**src/rtl/ntt_result_collector.sv**
```systemverilog
// Collects one bit-reversed NTT result frame, then replays it in natural order
// over a valid/ready handshake. Fill and drain never overlap (single buffer).
module ntt_result_collector #(
    parameter int W      = 32,
    parameter int N      = 8,
    parameter int LOGN   = 3,
    parameter int BITREV = 1
) (
    input  logic         clk,
    input  logic         rst,
    input  logic         in_valid,
    input  logic [W-1:0] in_data,
    output logic         in_ready,
    output logic         out_valid,
    output logic [W-1:0] out_data,
    input  logic         out_ready,
    output logic         out_last,
    output logic         busy,
    output logic [7:0]   frame_cnt
);

    typedef enum logic [1:0] {IDLE, FILL, DRAIN} state_t;

    localparam logic [LOGN-1:0] LAST_IDX = LOGN'(N - 1);

    state_t          state_reg, state_next;
    logic [LOGN-1:0] wr_cnt_reg, wr_cnt_next;
    logic [LOGN-1:0] rd_cnt_reg, rd_cnt_next;
    logic [7:0]      frame_cnt_reg, frame_cnt_next;
    logic [LOGN-1:0] wr_cnt_rev;
    logic [LOGN-1:0] wr_addr;
    logic [W-1:0]    buf_reg [N];
    logic            accept;

    // Mirror the beat index to undo the core's bit-reversed output order.
    for (genvar gi = 0; gi < LOGN; gi++) begin : g_rev
        assign wr_cnt_rev[gi] = wr_cnt_reg[LOGN-1-gi];
    end

    assign wr_addr = (BITREV != 0) ? wr_cnt_rev : wr_cnt_reg;

    for (genvar gi = 0; gi < N; gi++) begin : g_buf
        always_ff @(posedge clk or negedge rst) begin
            if (!rst) begin
                buf_reg[gi] <= '0;
            end else if (accept && (wr_addr == LOGN'(gi))) begin
                buf_reg[gi] <= in_data;
            end
        end
    end

    always_ff @(posedge clk or negedge rst) begin
        if (!rst) begin
            state_reg     <= IDLE;
            wr_cnt_reg    <= '0;
            rd_cnt_reg    <= '0;
            frame_cnt_reg <= '0;
        end else begin
            state_reg     <= state_next;
            wr_cnt_reg    <= wr_cnt_next;
            rd_cnt_reg    <= rd_cnt_next;
            frame_cnt_reg <= frame_cnt_next;
        end
    end

    always_comb begin
        state_next     = state_reg;
        wr_cnt_next    = wr_cnt_reg;
        rd_cnt_next    = rd_cnt_reg;
        frame_cnt_next = frame_cnt_reg;
        in_ready       = 1'b1;
        out_valid      = 1'b0;
        out_data       = '0;
        out_last       = 1'b0;
        busy           = 1'b0;
        accept         = 1'b0;

        case (state_reg)
            IDLE: begin
                accept = in_valid;
                if (accept) begin
                    wr_cnt_next = wr_cnt_reg + 1'b1;
                    state_next  = FILL;
                end
            end
            FILL: begin
                busy   = 1'b1;
                accept = in_valid;
                if (accept) begin
                    // Counter width is exactly LOGN, so N-1 + 1 wraps to 0.
                    wr_cnt_next = wr_cnt_reg + 1'b1;
                    if (wr_cnt_reg == LAST_IDX) begin
                        state_next = DRAIN;
                    end
                end
            end
            DRAIN: begin
                busy      = 1'b1;
                in_ready  = 1'b0;
                out_valid = 1'b1;
                out_data  = buf_reg[rd_cnt_reg];
                out_last  = (rd_cnt_reg == LAST_IDX);
                if (out_ready) begin
                    rd_cnt_next = rd_cnt_reg + 1'b1;
                    if (rd_cnt_reg == LAST_IDX) begin
                        state_next     = IDLE;
                        frame_cnt_next = frame_cnt_reg + 8'd1;
                    end
                end
            end
            default: begin
                state_next = IDLE;
            end
        endcase
    end

    assign frame_cnt = frame_cnt_reg;

endmodule

```
**config.mk**
```make
export PLATFORM = sky130hd
export DESIGN_NAME = ntt_result_collector
export DESIGN_NICKNAME = d
export VERILOG_FILES = /design/src/rtl/ntt_result_collector.sv
export SDC_FILE = /design/constraint.sdc
export NUM_CORES = 1
export LEC_CHECK = 0
export ABC_AREA = 1
export ABC_CLOCK_PERIOD_IN_PS = 1800
export CORE_ASPECT_RATIO = 1.2
export CORE_MARGIN = 2
export CORE_UTILIZATION = 60
export CTS_CLUSTER_DIAMETER = 40
export DETAILED_ROUTE_END_ITERATION = 16
export HOLD_SLACK_MARGIN = 0.05
export MAX_ROUTING_LAYER = met4
export PLACE_DENSITY_LB_ADDON = 0.05
export SETUP_SLACK_MARGIN = 0.2
export SKIP_LAST_GASP = 1
export SLEW_MARGIN = 0
export SYNTH_ARGS = -nofsm -noshare
export SYNTH_HDL_FRONTEND = slang
export SYNTH_SLANG_ARGS = --single-unit
```
**constraint.sdc**
```tcl
create_clock -name clk -period 1.8 [get_ports clk]
set_input_delay 0.27 -clock clk [delete_from_list [all_inputs] [get_ports clk]]
set_output_delay 0.27 -clock clk [all_outputs]
set_load 0.05 [all_outputs]
```
==> impl_metrics.tcl <==
set metrics [dict create \
    io_buffers 79 \
    grt_use_total_pct 34.6 \
    p_sw_share_pct 42.8 \
    r2r_end "buf_reg[196]$_DFFE_PN0P_" \
    finClkSkew_ps 14.5 \
    arrival_ps 2100 \
    maxCapViolCount 0 \
    ir_worst_vdd_uv 1950 \
    drtIter0Drc 1484 \
    fmaxAchievable_mhz 421 \
    vias 13192 \
    finalNetCount 1989 \
    combPwrFrac_pct 49.1 \
    p_clk_share_pct 21.2 \
    synthTopCellsByArea "dfrtp_1 (49%), nand2_1 (17%), inv_1 (8.4%), nand3_1 (6.0%), o21ai_1 (5.8%)" \
    die_w_um 142 \
    synth.most_common_cell "nand2_1" \
    power.total_mw 36.3 \
    cts_max_level 2 \
    ys_seq_elements 272 \
    clk_latency_ps 530 \
    setup_ws_ps -573 \
    wl_per_cell_um 21.1 \
    netlist_instances 1819 \
    path_clk_slew_ps 60 \
    synth_common_cells "nand2_1 (605), inv_1 (308), dfrtp_1 (272)" \
    power.share.sequential_pct 29.7 \
    hold_violations 0 \
    ys.flop_type "dfrtp_1" \
    grt_max_degree 70 \
    avgSynthCellArea_um2 7.56 \
    vias_per_cell 5.86 \
    p_per_area_nw_per_um2 1950 \
    largest_reg_flops 256 \
    regToRegStartpoint "state_reg[1]$_DFFE_PN0P_" \
    netSwitchingPower_mw 15.6 \
    drt-total-wl_um 47400 \
    endpoint "out_data[16]" \
    hold_slack_ps 202 \
    rsz0062_at_grt "true" \
    cts_buffer_depth 3 \
    critPathRequiredTime_ps 1530 \
    antenna_found_initial 1 \
    row_count 60 \
    worstMarginPinSlew_ps 442 \
    violations "setup timing" \
    syn-num-nets 1864 \
    core_um2 22400 \
    yosysSeqAreaShare_pct 49.5 \
    grt_pass1_wl_um 63500 \
    period_minus_slack_ps 2370 \
    status "complete, but fails checks" \
    min_path_type "in2async" \
    cts_tree "built" \
    async_flop_share_pct 100 \
    fin_tns_setup_ps -60540 \
    io_pins 80 \
    synth_edf_count 0 \
    synth.distinct_cells 25 \
    end_kind "primary output" \
    synth.largest_area_cell "dfrtp_1" \
    intPower_mw 20.7 \
    setup_viol 293 \
    grt_overflow 0 \
    worstSetupStartpoint "rd_cnt_reg[0]$_DFFE_PN0P_" \
    cp_max_fo 53 \
    rr_worst_depth 14 \
    cts_buffers 38 \
    fin_crit_sh_pct 132 \
    dpl.hpwl_um 20200 \
    cp-start-kind "register" \
    p_leak_nw 9.43 \
    start_util_pct 61.3 \
    drive_above_1_share_pct 20.3 \
    slew_headroom_pct 70.5 \
    numClockSinks 272 \
    grt_pass1_vias 12057 \
    layout-area-overhead-vs-synth_pct 35.3 \
    r2r_slack_ps -310 \
    drc 0 \
    worstSetupPathType "reg2out" \
    dr.pass1.iters 8 \
    die_height_um 170 \
    slew_viol_final 0 \
    syn-cell-area_um2 13800 \
    placed_area_um2 15500 \
    synth_top_area_share_pct 49.5 \
    gp_congestion 0.804 \
    dieArea_um2 24200 \
    final_antenna_net_count 0 \
    ctsRootBufferMaster "clkbuf_16" \
    fin_area_um2 18600 \
    final_util_pct 82.9 \
    ys_warn_count 0 \
]
==> how the worst min path moves through the flow <==
stage | startpoint | to | cells past startpoint
5_1_grt | rst | buf_reg[168]$_DFFE_PN0P_ | 2
2_1_floorplan | rst | buf_reg[0]$_DFFE_PN0P_ | 0
6_report | rst | buf_reg[234]$_DFFE_PN0P_ | 2
3_5_place_dp | rst | buf_reg[231]$_DFFE_PN0P_ | 1
3_3_place_gp | rst | buf_reg[231]$_DFFE_PN0P_ | 1
4_1_cts | rst | buf_reg[226]$_DFFE_PN0P_ | 2
==> through the flow <==
stage / setup WS [ps] / instances
after detailed placement: 6.78 / 2120
after global routing: -605 / 2252
after global placement: 29.4 / 2120
after floorplan: 162 / 1819
after CTS: -494 / 2220
final: -573 / 2252
==> layer usage <==
metal  vias to the layer above  GRT usage (%)  part of all wire, %
met5                         -              -                    0
li1                       5841              -                    -
met4                         0           12.3                  7.5
met1                      6239           43.2                   36
met3                       275           5.77                  9.3
met2                       837           57.2                   47
==> power by group through the flow <==
stage	combinational (mW)	clock, mW	sequential (mW)
finish	17.8	7.68	10.8
global route	19.3	7.95	11.1
CTS	15.8	7.65	10.4
detailed placement	14.6	0	10.5
global placement	14.3	0	10.3
floorplan	10.6	0	10.1
==> kinds of logic after synthesis <==
family          share of synthesized area (%)
flops                                    49.5
compound gates                           10.4
fa+ha+maj                               0.819
buf+inv                                  13.4
simple gates                             25.3
xor+xnor                                0.446
mux                                    0.0818
==> worst max-delay path: stages (launching register included) <==
cell     delay (ps)
dfrtp_4         570
buf_16          240
nand2_1         100
nand3_1         110
nand2_1         110
nor2_1           70
nor2_4          200
buf_12          160
==> what timing repair did <==
item | CTS | global route
hold buffers | 1 | 0
hold endpoints to repair | 272 | 0
buffers inserted | 18 | 9
pin swaps | 4 | 1
endpoints found under the setup margin | 293 | 305
gates resized for setup | 61 | 144
gates cloned | 13 | 22
==> final cells by class <==
type                            instances  area (um^2)
Sequential cell                       272         6810
Clock buffer                           47         1100
Timing Repair inverter                  1         6.26
Timing Repair Buffer                  186         3060
Clock inverter                         21          205
Multi-Input combinational cell       1137         5910
Tap cell                              279          349
Inverter                              308         1170
Fill cell                            1280         3830
Antenna cell                            1         2.50
==> placed cells by master (no fill, tap or decap), types with 4 or more instances in the layout <==
master,Yosys,routed
clkbuf_16,0,57
nand2_8,0,7
clkinv_4,0,6
inv_6,0,7
nand2_4,5,33
nand2_1,605,560
o21ai_2,33,63
buf_12,1,66
nor2_4,1,35
clkdlybuf4s50_1,0,34
nand3_1,164,163
ha_1,9,5
nor2_1,77,29
clkinv_2,0,5
buf_16,0,17
dfrtp_1,272,269
o21ai_1,159,145
inv_1,308,302
buf_4,3,32
o21ai_0,68,52
xor2_1,4,4
nand2_2,3,13
clkbuf_8,0,5
buf_6,29,15
nor2_2,1,15
Note: power is estimated with default switching activity, not from simulation.
